==> src/rtl/uart_frame_parser.sv <==
// uart_frame_parser: hunts SOF/LEN/payload/CHK frames in a UART byte stream,
// holds good frames for random-access reads and flags bad ones with a cause.
module uart_frame_parser #(
    parameter int          MAX_LEN      = 16,
    parameter logic [7:0]  SOF          = 8'hAA,
    parameter int          TIMEOUT_CLKS = 104160,
    localparam int         LW           = $clog2(MAX_LEN + 1),
    localparam int         AW           = $clog2(MAX_LEN)
) (
    input  logic          clk,
    input  logic          reset_n,
    input  logic [7:0]    rx_data,
    input  logic          rx_done,
    output logic          frame_valid,
    output logic [LW-1:0] frame_len,
    input  logic [AW-1:0] rd_addr,
    output logic [7:0]    rd_data,
    input  logic          frame_ack,
    output logic          frame_err,
    output logic [1:0]    err_code
);

    localparam int TW = $clog2(TIMEOUT_CLKS);
    localparam logic [TW-1:0] TLAST = TW'(TIMEOUT_CLKS - 1);

    localparam logic [1:0] ERR_LEN = 2'd0;
    localparam logic [1:0] ERR_CHK = 2'd1;
    localparam logic [1:0] ERR_TMO = 2'd2;
    localparam logic [1:0] ERR_OVR = 2'd3;

    typedef enum logic [2:0] {
        S_IDLE,
        S_LEN,
        S_PAYLOAD,
        S_CHK,
        S_HOLD
    } state_t;

    state_t        state_q, state_d;
    logic          rx_done_q;
    logic          stb;
    logic [LW-1:0] len_q, len_d;
    logic [LW-1:0] cnt_q, cnt_d;
    logic [7:0]    chk_q, chk_d;
    logic [TW-1:0] tcnt_q, tcnt_d;
    logic          err_q, err_d;
    logic [1:0]    code_q, code_d;
    logic          valid_q, valid_d;
    logic [LW-1:0] flen_q, flen_d;
    logic          wr_en;
    logic          len_ok;
    logic          active;
    logic [7:0]    mem [MAX_LEN];

    assign stb    = rx_done & ~rx_done_q;
    assign len_ok = (rx_data != 8'd0) && (rx_data <= 8'(MAX_LEN));
    assign active = (state_q == S_LEN) || (state_q == S_PAYLOAD)
                 || (state_q == S_CHK);

    // Registered state, counters and outputs.
    always_ff @(posedge clk or negedge reset_n) begin
        if (!reset_n) begin
            state_q   <= S_IDLE;
            rx_done_q <= 1'b1;
            len_q     <= '0;
            cnt_q     <= '0;
            chk_q     <= '0;
            tcnt_q    <= '0;
            err_q     <= 1'b0;
            code_q    <= 2'd0;
            valid_q   <= 1'b0;
            flen_q    <= '0;
        end else begin
            state_q   <= state_d;
            rx_done_q <= rx_done;
            len_q     <= len_d;
            cnt_q     <= cnt_d;
            chk_q     <= chk_d;
            tcnt_q    <= tcnt_d;
            err_q     <= err_d;
            code_q    <= code_d;
            valid_q   <= valid_d;
            flen_q    <= flen_d;
        end
    end

    // Next-state, datapath updates and error causes.
    always_comb begin
        state_d = state_q;
        len_d   = len_q;
        cnt_d   = cnt_q;
        chk_d   = chk_q;
        tcnt_d  = '0;
        err_d   = 1'b0;
        code_d  = code_q;
        valid_d = valid_q;
        flen_d  = flen_q;
        wr_en   = 1'b0;

        unique case (state_q)
            S_IDLE: begin
                if (stb && rx_data == SOF) state_d = S_LEN;
            end
            S_LEN: begin
                if (stb) begin
                    if (len_ok) begin
                        len_d   = rx_data[LW-1:0];
                        cnt_d   = '0;
                        chk_d   = rx_data;
                        state_d = S_PAYLOAD;
                    end else begin
                        err_d   = 1'b1;
                        code_d  = ERR_LEN;
                        state_d = S_IDLE;
                    end
                end
            end
            S_PAYLOAD: begin
                if (stb) begin
                    wr_en = 1'b1;
                    chk_d = chk_q ^ rx_data;
                    cnt_d = cnt_q + LW'(1);
                    if (cnt_d == len_q) state_d = S_CHK;
                end
            end
            S_CHK: begin
                if (stb) begin
                    if (rx_data == chk_q) begin
                        valid_d = 1'b1;
                        flen_d  = len_q;
                        state_d = S_HOLD;
                    end else begin
                        err_d   = 1'b1;
                        code_d  = ERR_CHK;
                        state_d = S_IDLE;
                    end
                end
            end
            S_HOLD: begin
                if (frame_ack) begin
                    valid_d = 1'b0;
                    flen_d  = '0;
                    state_d = (stb && rx_data == SOF) ? S_LEN : S_IDLE;
                end else if (stb) begin
                    err_d  = 1'b1;
                    code_d = ERR_OVR;
                end
            end
            default: state_d = S_IDLE;
        endcase

        // A strobe in the expiry cycle wins over the timeout.
        if (active && !stb) begin
            if (tcnt_q == TLAST) begin
                err_d   = 1'b1;
                code_d  = ERR_TMO;
                state_d = S_IDLE;
            end else begin
                tcnt_d = tcnt_q + TW'(1);
            end
        end
    end

    // Payload buffer; not reset, reads are masked by frame_len.
    always_ff @(posedge clk) begin
        if (wr_en) mem[cnt_q[AW-1:0]] <= rx_data;
    end

    assign rd_data     = (LW'(rd_addr) < flen_q) ? mem[rd_addr] : 8'h00;
    assign frame_valid = valid_q;
    assign frame_len   = flen_q;
    assign frame_err   = err_q;
    assign err_code    = code_q;

endmodule

==> config.mk <==
export PLATFORM = sky130hd
export DESIGN_NAME = uart_frame_parser
export DESIGN_NICKNAME = d
export VERILOG_FILES = /design/src/rtl/uart_frame_parser.sv
export SDC_FILE = /design/constraint.sdc
export NUM_CORES = 1
export LEC_CHECK = 0
export BUFFER_PORTS_ARGS = -buffer_cell sky130_fd_sc_hd__clkbuf_2
export CELL_PAD_IN_SITES_DETAIL_PLACEMENT = 1
export CELL_PAD_IN_SITES_GLOBAL_PLACEMENT = 2
export CORE_AREA = 2 2 107 187
export CTS_CLUSTER_SIZE = 12
export DETAILED_ROUTE_END_ITERATION = 8
export DIE_AREA = 0 0 109 189
export GPL_ROUTABILITY_DRIVEN = 0
export PLACE_DENSITY_LB_ADDON = 0.1
export RECOVER_POWER = 100
export SETUP_SLACK_MARGIN = 0.3
export SLEW_MARGIN = 20
export SYNTH_ARGS = -nofsm -noshare
export SYNTH_HDL_FRONTEND = slang
export SYNTH_SLANG_ARGS = --single-unit
==> constraint.sdc <==
create_clock -name clk -period 1.9 [get_ports clk]
set_input_delay 0.095 -clock clk [delete_from_list [all_inputs] [get_ports clk]]
set_output_delay 0.095 -clock clk [all_outputs]
set_load 0.005 [all_outputs]
==> flow_results.org, run 1 <==
** Placement
- Estimated wirelength of the detail-placed design :: 13,200 um
- Number of buffers inserted by port buffering :: 32
- Placed standard-cell area :: 8550 sq um

** Pwr
- Combinational group share of total power :: 0.167
- Summed over all cells, the static leakage comes to 3.62 nW.
- Of the total power, the clock network draws 0.379.
- The share of total power dissipated in sequential elements is 0.454.
- Internal power comes to 7.29 mW.
- Sw Pwr :: 2.57 mW
- Of the total power, the share spent switching nets is 0.261.
- Power density relative to cell area :: 995 nW/um^2
- VDD sags by at most 0.502 mV.

** Critical path
- Launch point of the critical path :: frame_len[1]
- The signal on the critical path passes through inv_2 -> ha_4 -> a21o_1 -> a211oi_2 -> nor3_4 -> a211oi_2 -> buf_2.
- The worst setup path is launched from a flop.
- Among the stages of the critical path, the cell type that occurs most often is a211oi_2.
- Along the worst path, the maximum fanout reaches 8.
- Critical path class :: flop to primary output
- Endpoint required time on the critical path :: 1.80 ns
- Type of destination of the critical path :: primary output
- STA puts the critical path data arrival time at 2.00 ns.
- Buf/Inv on CP :: 2
- CP max stage delay :: 0.39 ns
- On the critical path, the stage with the largest delay is an instance of dfrtp_1.
- The startpoint identified for the worst register-to-register timing path is rx_done_q.
- Crit path max-delay family :: compound AO/OA/AOI/OAI gates

** Min path
- Worst Hold Class :: primary input to flop
- The startpoint identified for the worst hold timing path is rx_data[4].

** STA
- Between clock sinks in the finished design, the worst skew comes to 0.0109 ns.
- Worst setup margin :: -0.196 ns
- The max-slew violation total from the final report came to 0.
- Slew Limit Headroom :: 0.140
- Setup violations remaining at the end of the flow were counted as 8.
- Highest clock rate :: 477 MHz
- Final Hold Fails :: 0
- Setup repair after global routing could not meet its margin everywhere.
- In the final timing run, aggregate negative setup slack is -1.40 ns.
- At the pin with the least slew margin, the transition time is 1.29 ns.
- In the finished design, the share of the clock period the worst path needs comes to 1.10.
- Counting I/O delays and the setup requirement, the final critical path takes 2.10 ns.

** Outcome
- Violations in the final reports :: setup timing
- Run status :: complete, but fails checks

** Logic synthesis
- In this run, distinct cell masters in the synthesized netlist total 50.
- Top_reg_cell synth :: edfxtp_1
- Area leader, netlist :: edfxtp_1
- Yosys reg bits :: 176
- Yosys printed 0 warnings.
- Sequential cell area fraction in the yosys report :: 0.657
- Summed instance area of the synthesized netlist :: 7680 sq um
- Counting flops with a built-in enable in the synthesized netlist gives 128.
- Cells after synthesis :: 507
- Post-Synthesis Net Count :: 531
- Synth async-reset ratio :: 0.273
- Cell types occupying the most area after synthesis :: edfxtp_1 (50%), dfrtp_1 (15%), mux4_2 (9.4%)
- Per-instance average area after synthesis :: 15.1 sq um
- Fraction of synthesized cell area taken by the top area cell type :: 0.500

** Global routing
- Global routing finished with a remaining overflow of 0.
- The first global-routing pass estimated 29,900 um of wire.
- Vias in the first global route :: 5,171
- GRT Resource Usage Total :: 0.200
- The initial antenna violation count is 0.
- Pin count of the biggest net entering global routing :: 49

** Layout
- After routing the design area is 9910 sq um.
- Share of the core filled with cells :: 0.521
- Most frequent cells in the layout :: edfxtp_1 (128), buf_4 (55), dfrtp_1 (45), mux4_2 (32), clkbuf_1 (29)
- For this run, the post-layout net count is 655.
- Most common cell after layout, fill and taps aside :: edfxtp_1
- Relative to the synthesized area, the layout overhead comes to 29.1%.
- Proportion of layout cells with a drive suffix above 1 :: 0.401

** Drt
- Number of nets with antenna violations after detailed routing :: 0
- Post-route DRC :: 0
- Initial drt markers :: 152
- Average detailed-routed wire length per instance :: 21.9 um
- The final layout contains routed wiring with a total length of 19,400 um.
- Using the TritonRoute via totals, the vias-per-cell ratio works out to 5.38.
- Before antenna repair, the detailed router went through 4 iterations.
- Vias :: 4,771

** Die
- Overall die area :: 20,600 sq um
- Initial Util :: 0.404
- Die Wd :: 109 um
- Standard-cell row count :: 67
- Top-level I/O count :: 33
- Vertical extent of the die :: 189 um
- Placeable core region :: 19,000 sq um

** Clock network
- Buffers inserted during clock tree synthesis total 17.
- No sink is reached through more buffers than the 2 on the longest clock path.
- Clock-pin slew was measured on the worst setup and hold paths at 0.06 ns.
- Clock Latency Late Sink :: 0.43 ns
- Clock sink count :: 176
- CTS H-tree depth :: 4
- CTS tree :: built
- The cell sitting at the root of the clock tree is a clkbuf_16.

** Flow run
- The tool flagged a number of max-cap violations equal to 0.
## metal layers
metal	up-vias	global-route usage	wire [um]
li1	2188	-	-
met3	26	0.0341	407
met5	-	0	0
met2	66	0.370	11300
met4	0	0.0858	505
met1	2491	0.220	7230
## final cells by class
class | instances | area [sq um]
inverters | 9 | 33.8
clock inverters | 14 | 201
clock buffers | 18 | 429
repair buffers | 130 | 966
diodes | 1 | 2.50
fillers | 1838 | 9120
well taps | 241 | 302
flip-flops and latches | 176 | 5050
multi-input cells | 297 | 2930
## synthesized netlist by cell type, types with 2 or more instances
master	number
edfxtp_1	128
dfrtp_1	47
mux4_2	32
nand2_1	32
nor2_1	31
xor2_1	23
nand3_1	21
a211oi_1	18
and2_1	16
buf_2	12
a21oi_1	11
nor2b_1	11
xnor2_1	10
inv_1	9
nor3_1	9
ha_1	8
mux2i_1	8
o21ai_0	8
and4_1	7
a311oi_1	6
and3_1	6
clkbuf_1	6
nor4_1	6
o22ai_1	6
buf_6	4
nand4_1	4
nor4b_1	3
buf_4	2
nand2b_1	2
## worst reg2reg max path: stages (launching register included)
cell,delay (ns)
dfstp_1,0.38
nand2b_4,0.15
or4b_4,0.51
o21ai_2,0.27
buf_4,0.20
a21oi_2,0.05
a311oi_1,0.24
## registers in the layout (all words and copies together), names as in the netlist
register	flops
err_code	2
frame_valid	1
state_q	3
frame_len	5
cnt_q	5
frame_err	1
len_q	5
rx_done_q	1
chk_q	8
tcnt_q	17
mem	128
## metrics by stage
stage,cells,total power [mW],hold slack [ns],worst slack (ns)
after floorplan,507,5.21,-0.201,0.187
after global placement,810,5.75,0.232,-0.188
after detailed placement,810,5.79,0.242,-0.272
after CTS,868,9.87,0.00945,-0.223
after global routing,885,10.2,0.126,-0.281
final,886,9.86,0.132,-0.196
## power groups by stage
| stage | Combinational, mW | Clock, mW | Sequential (mW) |
|---|---|---|---|
| floorplan | 0.731 | 0 | 4.48 |
| global placement | 1.22 | 0 | 4.53 |
| detailed placement | 1.25 | 0 | 4.54 |
| CTS | 1.58 | 3.82 | 4.47 |
| global route | 1.80 | 3.94 | 4.49 |
| finish | 1.65 | 3.74 | 4.47 |
## cells by family after synthesis
| group | Yosys count | share of synthesized area |
|---|---|---|
| XOR/XNOR | 33 | 0.0376 |
| AND/OR/NAND/NOR | 159 | 0.114 |
| flip-flops | 176 | 0.657 |
| multiplexers | 41 | 0.106 |
| AO/OA/AOI/OAI | 56 | 0.0490 |
| adder cells (fa/ha/maj) | 8 | 0.0130 |
| buffers and inverters | 34 | 0.0235 |
## worst paths after layout
kind,endpoint,slack (ns),depth (start not counted)
worst max-delay path,rd_data[6],-0.20,7
worst min register to register,chk_q[0],0.53,1
max in group asynchronous,state_q[1],0.47,3
worst min-delay path,mem[14][4],0.13,1
min in group asynchronous,tcnt_q[0],0.58,3
worst max register to register,chk_q[1],0.01,6
## repair_timing
| item | in CTS | in global routing |
|---|---|---|
| hold buffers | 3 | 0 |
| hold endpoints to repair | 50 | 0 |
| pin swaps | 47 | 47 |
| gates resized for setup | 85 | 55 |
| endpoints found under the setup margin | 177 | 181 |
| buffers inserted | 23 | 17 |
No activity file was read; power rests on OpenSTA's default activity.
==> run 2: changes to the inputs <==
--- a/config.mk
+++ b/config.mk
@@ -5,13 +5,14 @@
 export SDC_FILE = /design/constraint.sdc
 export NUM_CORES = 1
 export LEC_CHECK = 0
+export ABC_AREA = 1
 export BUFFER_PORTS_ARGS = -buffer_cell sky130_fd_sc_hd__clkbuf_2
 export CELL_PAD_IN_SITES_DETAIL_PLACEMENT = 1
 export CELL_PAD_IN_SITES_GLOBAL_PLACEMENT = 2
-export CORE_AREA = 2 2 107 187
+export CORE_AREA = 2 2 116 203
 export CTS_CLUSTER_SIZE = 12
 export DETAILED_ROUTE_END_ITERATION = 8
-export DIE_AREA = 0 0 109 189
+export DIE_AREA = 0 0 118 205
 export GPL_ROUTABILITY_DRIVEN = 0
 export PLACE_DENSITY_LB_ADDON = 0.1
 export RECOVER_POWER = 100
==> run 2 against run 1 <==
The flow finishes with violations (capacitance limit, slew limit, setup timing). Largest power group unchanged. Clock-buffer cell count grew 5. Critical endpoint unchanged. Global-route usage increased by 1.3 points. Via count up 30%. Worst setup slack improved by 0.092 ns.
==> flow_results.org, run 2 <==
** Outcome
- Run status: complete, but fails checks (unchanged).
- Violations in the final reports :: capacitance limit, slew limit, setup timing (was setup timing)

** Drt
- Detailed Route WL :: 25,600 um (was 19,400 um)
- The average vias per placed instance was 5.12 (was 5.38).
- The starting DRC count in detailed routing came to 267 (was 152).
- Post-route DRC :: 0 (unchanged)
- The remaining antenna violation count after routing came to 0 (unchanged).
- First-pass iteration count of the detailed router :: 4 (unchanged)
- The routed wire length per instance came to 21.2 um (was 21.9 um).
- The total via count after detailed routing came to 6,201 (was 4,771).

** STA
- Final max-slew violation count :: 28 (was 0)
- Final Hold Fails :: 0 (unchanged)
- The worst hold margin is 0.0341 ns (was 0.132 ns).
- The relative slew slack is -0.134 (was 0.140).
- Worst setup margin :: -0.103 ns (was -0.196 ns)
- Unrepaired setup endpoints after global routing: true (unchanged).
- Min Tclk post-route :: 2.00 ns (was 2.10 ns)
- The final worst clock skew is 0.00872 ns (was 0.0109 ns).
- Share of the cycle needed by the critical path after routing :: 1.05 (was 1.10)
- The final number of setup-violating endpoints came to 8 (unchanged).
- Highest clock rate :: 499 MHz (was 477 MHz)
- The slew at the pin closest to its max-slew limit was 1.70 ns (was 1.29 ns).

** Global routing
- Vias in the first global route :: 6,557 (was 5,171)
- Initial antenna violation count :: 0 (unchanged)
- The first-pass GRT wire length was 38,400 um (was 29,900 um).
- GRT Resource Usage Total :: 0.213 (was 0.200)
- Pin count of the biggest net entering global routing :: 41 (was 49)
- The total overflow reported by the global router is 0 (unchanged).

** Pwr
- The cell-internal power is 7.05 mW (was 7.29 mW).
- Power density relative to cell area :: 966 nW/um^2 (was 995 nW/um^2)
- Clock Power Share :: 0.337 (was 0.379)
- Static leakage :: 3.91 nW (was 3.62 nW)
- The part of the power in combinational logic is 0.204 (was 0.167).
- Max VDD drop :: 0.643 mV (was 0.502 mV)
- Part of the power in registers :: 0.459 (was 0.454)
- Total Power Consumption :: 10.0 mW (was 9.86 mW)
- Sw frac :: 0.297 (was 0.261)
- Sw Pwr :: 2.98 mW (was 2.57 mW)

** Critical path
- The number of buffer and inverter instances along the worst setup path was 3 (was 2).
- The type of element launching the critical path is a flop (unchanged).
- The critical path class is flop to primary output (unchanged).
- Crit path max-delay family :: flip-flops (was compound AO/OA/AOI/OAI gates)
- The capturing element type of the critical path is a primary output (unchanged).
- CP max stage delay :: 0.37 ns (was 0.39 ns)
- Endpoint required time on the critical path :: 1.80 ns (about the same)
- The cell type of the slowest stage on the worst timing path is dfrtp_1 (unchanged).
- The peak fanout along the critical path was 8 (unchanged).
- Cell chain of the critical path :: inv_2 -> ha_4 -> nand4_1 -> a21oi_1 -> nor2_1 -> buf_6 -> a21boi_2 -> clkbuf_2 (was inv_2 -> ha_4 -> a21o_1 -> a211oi_2 -> nor3_4 -> a211oi_2 -> buf_2)
- The data arrival time of the worst path is 1.91 ns (was 2.00 ns).

** Die
- Overall die area :: 24,200 sq um (was 20,600 sq um)
- The area of the core was 22,600 sq um (was 19,000 sq um).
- Vertical extent of the die :: 205 um (was 189 um)
- The count of standard-cell rows came to 73 (was 67).
- Initial Util :: 0.354 (was 0.404)
- Die Wd :: 118 um (was 109 um)
- Top-level I/O count :: 33 (unchanged)

** Logic synthesis
- Top_reg_cell synth :: edfxtp_1 (unchanged)
- Area leader, netlist :: edfxtp_1 (unchanged)
- Sequential cell area fraction in the yosys report :: 0.631 (was 0.657)
- Most common library cells after synthesis: nand2_1 (178), edfxtp_1 (128), nor2_1 (109), o21ai_0 (58), inv_1 (56) (was edfxtp_1 (128), dfrtp_1 (47), mux4_2 (32), nand2_1 (32), nor2_1 (31)).
- Count of flip-flops with a built-in enable after synthesis :: 128 (unchanged)
- The total standard cell area after synthesis was 7990 sq um (was 7680 sq um).
- The flip-flop and latch count after synthesis was 176 (unchanged).
- The synthesized netlist net count was 819 (was 531).
- The most frequent cell after synthesis is nand2_1 (was edfxtp_1).
- Cells after synthesis :: 795 (was 507)
- Number of different library cells in the post-synthesis netlist :: 37 (was 50)
- Cell types occupying the most area after synthesis: edfxtp_1 (48%), dfrtp_1 (15%), nand2_1 (8.4%) (was edfxtp_1 (50%), dfrtp_1 (15%), mux4_2 (9.4%)).
- Fraction of synthesized cell area taken by the top area cell type :: 0.481 (was 0.500)
- Per-instance average area after synthesis :: 10.1 sq um (was 15.1 sq um)
- The number of warning messages in the yosys log was 0 (unchanged).
- Synth async-reset ratio :: 0.273 (unchanged)

** Clock network
- The clock tree from TritonCTS is built (unchanged).
- Bufs on Longest Clock Path :: 2 (unchanged)
- CTS H-tree depth :: 4 (unchanged)
- Clock Tree Root :: clkbuf_16 (unchanged)
- The clock latency on the worst-skew pair was 0.44 ns (was 0.43 ns).
- Clock sink count :: 176 (unchanged)
- The total clock buffers created by CTS came to 17 (unchanged).
- Clock transition time at the flip-flop clock pins of the worst setup and hold paths :: 0.07 ns (was 0.06 ns)

** Flow run
- Max Cap Violations :: 1 (was 0)

** Layout
- Share of the core filled with cells :: 0.460 (was 0.521)
- The antenna cell count came to 0 (was 1).
- Most frequent cells in the layout :: nand2_1 (146), edfxtp_1 (128), nor2_1 (85), o21ai_0 (55), inv_1 (50) (was edfxtp_1 (128), buf_4 (55), dfrtp_1 (45), mux4_2 (32), clkbuf_1 (29))
- Final-layout fill cell count :: 2,511 (was 1,838)
- Number of nets in the layout :: 922 (was 655)
- The post-layout instance area is 10,400 sq um (was 9910 sq um).
- The number of standard cells in the layout, taps in and fillers out came to 1,211 (was 886).
- The leading cell type in the layout, fill and taps excluded is nand2_1 (was edfxtp_1).
- The layout-stage area growth over the synthesis result is 30.0% (was 29.1%).
- Flip-flop count of the largest register after layout :: 128 (unchanged)
- The proportion of layout cells with a drive suffix above 1 is 0.266 (was 0.401).

** Placement
- Placed standard-cell area :: 8770 sq um (was 8550 sq um)
- The count of input and output buffers is 32 (unchanged).
- Estimated wirelength of the detail-placed design :: 17,600 um (was 13,200 um)
- The cell count after placement is 1,126 (was 810).

** Min path
- Worst Hold Class :: primary input to flop (unchanged)
-- run 2: worst register-to-register path: cells and delay by family, from the launching register on --
kind / cells / cell delay (ns)
buf+inv: 2 / 0.25
flops: 1 / 0.43
simple gates: 4 / 0.78
-- run 2: layout make-up --
cell class | count | area, sq um | area share
Clock inverter | 9 | 85.1 | 0.00819
Multi-Input combinational cell | 531 | 3250 | 0.313
Inverter | 62 | 250 | 0.0241
Tap cell | 300 | 375 | 0.0361
Sequential cell | 176 | 5050 | 0.486
Timing Repair Buffer | 110 | 895 | 0.0861
Clock buffer | 23 | 478 | 0.0460
-- run 2: per-stage QoR --
stage | TNS [ns] | worst slack, ns
floorplan | 0 | 0.175
global placement | 0 | 0.134
detailed placement | 0 | 0.0897
CTS | -0.716 | -0.0991
global route | -1.40 | -0.194
finish | -0.543 | -0.103
-- run 2: worst paths after layout --
| check | start | end | slack [ns] | cells after the start |
|---|---|---|---|---|
| worst max-delay path | frame_len[2] | rd_data[6] | -0.10 | 8 |
| worst min-delay path | rx_data[3] | len_q[3] | 0.03 | 3 |
| worst max register to register | state_q[2] | mem[2][7] | 0.11 | 6 |
| worst min register to register | frame_valid | frame_valid | 0.49 | 2 |
| max in group asynchronous | reset_n | tcnt_q[5] | 0.16 | 2 |
| min in group asynchronous | reset_n | len_q[1] | 0.62 | 2 |
-- run 2: power groups by stage --
| stage | logic [mW] | clock network (mW) | registers (mW) |
|---|---|---|---|
| finish | 2.05 | 3.38 | 4.60 |
| CTS | 1.79 | 3.45 | 4.54 |
| floorplan | 1.02 | 0 | 4.54 |
| global route | 2.26 | 3.59 | 4.63 |
| detailed placement | 1.59 | 0 | 4.63 |
| global placement | 1.55 | 0 | 4.61 |
-- run 2: kinds of logic after synthesis --
family,Yosys count,synth area share
AOI/OAI and AO/OA,147,0.106
xor gates and xnor gates,14,0.0153
adders and majority gates,8,0.0125
buffers and inverters,92,0.0471
DFF,176,0.631
and+or+nand+nor,358,0.188
-- run 2: per-layer routing --
layer / vias up / GRT usage / share of wire
li1: 2938 / - / -
met1: 3114 / 0.221 / 0.36
met3: 54 / 0.0326 / 0.022
met2: 95 / 0.415 / 0.57
met4: 0 / 0.102 / 0.041
met5: - / 0 / 0
-- run 2: what timing repair did --
item | in CTS | in global routing
pin swaps | 31 | 43
gates resized for setup | 49 | 101
buffers inserted | 26 | 18
hold endpoints to repair | 28 | 0
cloned | 0 | 4
setup endpoints to repair | 164 | 174
hold buffers | 5 | 0
==> run 3: changes to the inputs <==
--- a/config.mk
+++ b/config.mk
@@ -16,7 +16,7 @@
 export GPL_ROUTABILITY_DRIVEN = 0
 export PLACE_DENSITY_LB_ADDON = 0.1
 export RECOVER_POWER = 100
-export SETUP_SLACK_MARGIN = 0.3
+export SETUP_SLACK_MARGIN = 0.1
 export SLEW_MARGIN = 20
 export SYNTH_ARGS = -nofsm -noshare
 export SYNTH_HDL_FRONTEND = slang
==> run 3 against run 2 <==
The run ends with setup timing left. Flip-flop and latch count stayed put. Worst setup slack worse by 0.047 ns. Non-clock buffer count is 21 lower. Final cell count is 2.1% lower. Total power is 3.9% lower. Clock-buffer cell count is 3 lower. Global-route usage is 0.65 points lower.
==> flow_results.org, run 3 (same netlist as run 2, synthesis figures left out) <==
** Outcome
- Run status :: complete, but fails checks (unchanged)
- Violations in the final reports :: setup timing (was capacitance limit, slew limit, setup timing)

** Critical path
- Slowest cell on the critical path :: dfrtp_1 (unchanged)
- The data arrival time of the worst path was 1.95 ns (was 1.91 ns).
- Worst reg2reg endpoint :: mem[14][4] (was mem[2][7])
- Critical Path Sink :: rd_data[6] (unchanged)
- Reg2reg start :: state_q[1] (was state_q[2])
- The required time of the critical path came to 1.80 ns (about the same).
- Category of the worst setup path launch point :: flop (unchanged)
- Cell chain of the critical path :: inv_2 -> ha_4 -> a21oi_2 -> o21ai_1 -> nor2_2 -> buf_6 -> a21boi_4 -> buf_2 (was inv_2 -> ha_4 -> nand4_1 -> a21oi_1 -> nor2_1 -> buf_6 -> a21boi_2 -> clkbuf_2)
- The critical path class was flop to primary output (unchanged).
- The launching instance or port of the critical path is frame_len[2] (unchanged).
- The biggest cell delay along the critical path is 0.39 ns (was 0.37 ns).
- The number of buffer and inverter instances along the worst setup path is 3 (unchanged).
- The reg2reg setup slack was 0 ns (was 0.11 ns).
- Cell count along the critical path :: 8 (unchanged)
- The logic depth of the worst register-to-register path came to 8 (was 6).
- The critical path's top delay family was buffers and inverters (was flip-flops).
- The capturing element type of the critical path is a primary output (unchanged).
- Highest net fanout along the worst path :: 8 (unchanged)

** Global routing
- The first-pass GRT wire length came to 36,900 um (was 38,400 um).
- GRT met2 Usage :: 0.410 (was 0.415)
- The initial antenna violation count was 0 (unchanged).
- Global Route met1 Usage :: 0.206 (was 0.221)
- Vias in the first global route :: 6,493 (was 6,557)
- The combined global-route utilization of all metal layers is 0.207 (was 0.213).
- Pin count of the biggest net entering global routing :: 49 (was 41)
- Leftover overflow at the end of global routing :: 0 (unchanged)
- The most used routing layer in global routing was met2 (unchanged).
- The met3 global-route usage was 0.0337 (was 0.0326).

** STA
- Worst setup margin :: -0.150 ns (was -0.103 ns)
- The final number of setup-violating endpoints came to 8 (unchanged).
- The number of failing hold endpoints at the final stage was 0 (unchanged).
- Unrepaired setup endpoints after global routing: true (unchanged).
- The final worst clock skew is 0.00853 ns (was 0.00872 ns).
- The slew at the pin closest to its max-slew limit came to 1.32 ns (was 1.70 ns).
- Final max-slew violation count :: 0 (was 28)
- The final period utilization came to 1.08 (was 1.05).
- The relative slew slack was 0.119 (was -0.134).
- Min Tclk post-route :: 2.05 ns (was 2.00 ns)
- Highest clock rate :: 488 MHz (was 499 MHz)

** Die
- Standard-cell row count :: 73 (unchanged)
- The area of the die was 24,200 sq um (unchanged).
- The initial core utilization is 0.354 (unchanged).
- Die Wd :: 118 um (unchanged)
- Top-level I/O count :: 33 (unchanged)
- Placeable core region :: 22,600 sq um (unchanged)
- The die boundary height came to 205 um (unchanged).

** Layout
- Number of nets in the layout :: 897 (was 922)
- Synthesis-to-layout area growth :: 19.8% (was 30.0%)
- Most common cell after layout, fill and taps aside :: nand2_1 (unchanged)
- Footprint of the multi-input gates :: 2710 sq um (was 3250 sq um)
- The antenna cell count is 0 (unchanged).
- Most frequent cells in the layout :: nand2_1 (170), edfxtp_1 (128), nor2_1 (95), o21ai_0 (59), inv_1 (56) (was nand2_1 (146), edfxtp_1 (128), nor2_1 (85), o21ai_0 (55), inv_1 (50))
- Area taken by flip-flops and latches :: 5050 sq um (about the same)
- The filler cell count in the final layout came to 2,560 (was 2,511).
- The proportion of layout cells with a drive suffix above 1 came to 0.163 (was 0.266).
- The flip-flop count of the largest register, all copies and words added is 128 (unchanged).

** Placement
- The worst slack after detailed placement is 0.0662 ns (was 0.0897 ns).
- The total half-perimeter wirelength after legalization and detailed placement is 16,600 um (was 17,600 um).
- Number of buffers inserted by port buffering :: 32 (unchanged)

** Drt
- Initial drt markers :: 234 (was 267)
- Vias per std cell :: 5.10 (was 5.12)
- Post-route DRC :: 0 (unchanged)
- Number of nets with antenna violations after detailed routing :: 0 (unchanged)
- The detailed-route wire length is 23,700 um (was 25,600 um).
- The routed wire length per instance was 20.0 um (was 21.2 um).
- Vias :: 6,046 (was 6,201)
- First-pass iteration count of the detailed router :: 5 (was 4)

** Clock network
- The total clock buffers created by CTS is 17 (unchanged).
- The H-tree depth came to 4 (unchanged).
- Clock Tree Root :: clkbuf_16 (unchanged)
- CTS tree :: built (unchanged)
- Clock transition time at the flip-flop clock pins of the worst setup and hold paths :: 0.07 ns (about the same)
- Clock Latency Late Sink :: 0.45 ns (was 0.44 ns)
- The largest buffer count on any clock path was 2 (unchanged).
- The number of sinks on the clock net is 176 (unchanged).

** Flow run
- The reported max-cap violation count is 0 (was 1).

** Pwr
- The total power is 9.63 mW (was 10.0 mW).
- The maximum ir drop on the vdd rail came to 0.598 mV (was 0.643 mV).
- The static power due to leakage came to 3.62 nW (was 3.91 nW).
- Power density relative to cell area :: 1010 nW/um^2 (was 966 nW/um^2)

** Min path
- Worst hold path startpoint :: rx_data[1] (was rx_data[3])
- The worst min-delay path category was primary input to flop (unchanged).
## run 3: power breakdown
| part | switching [mW] | internal, mW |
|---|---|---|
| registers | 0.202 | 4.33 |
| logic | 1.02 | 0.605 |
| clock network | 1.53 | 1.94 |
## run 3: worst min-delay path: stages
cell and delay (ns):
clkbuf_1 0.15, inv_1 0.16, o21ai_1 0.08
## run 3: worst min path at each step
stage / endpoint / slack, ns / cells past startpoint
floorplan: chk_q[0] / -0.20 / 0
global route: len_q[1] / 0.09 / 3
global placement: rx_done_q / 0.20 / 1
finish: len_q[1] / 0.09 / 3
detailed placement: rx_done_q / 0.20 / 1
CTS: len_q[0] / 0.03 / 3
## run 3: metal layers
layer  vias to the layer above  part of all wire
li1                       2874                 -
met1                      3036              0.36
met2                        92              0.59
met3                        44             0.023
met4                         0             0.034
met5                         -                 0
## run 3: final cells by class
| class | instances | share of cell area |
|---|---|---|
| clock buffer | 20 | 0.0456 |
| clock inverter | 12 | 0.0141 |
| inverter | 62 | 0.0243 |
| multi-input combinational | 527 | 0.283 |
| sequential | 176 | 0.527 |
| tap | 300 | 0.0392 |
| timing repair buffer | 89 | 0.0670 |
## run 3: repair_timing
action / 4_1_cts / 5_1_grt
pin swaps: 16 / 5
gates resized for setup: 21 / 61
hold endpoints to repair: 51 / 0
hold buffers: 4 / 0
buffers inserted: 3 / 10
endpoints found under the setup margin: 9 / 142
## run 3: metrics by stage
step	util	TNS (ns)	instances	instance area (sq um)	hold slack, ns
floorplan	-	0	795	8000	-0.201
global placement	0.388	0	1137	8760	0.198
detailed placement	0.388	0	1137	8760	0.200
CTS	0.420	-1.24	1176	9480	0.0343
global route	0.424	-5.09	1186	9580	0.0942
finish	0.424	-0.860	1186	9580	0.0887
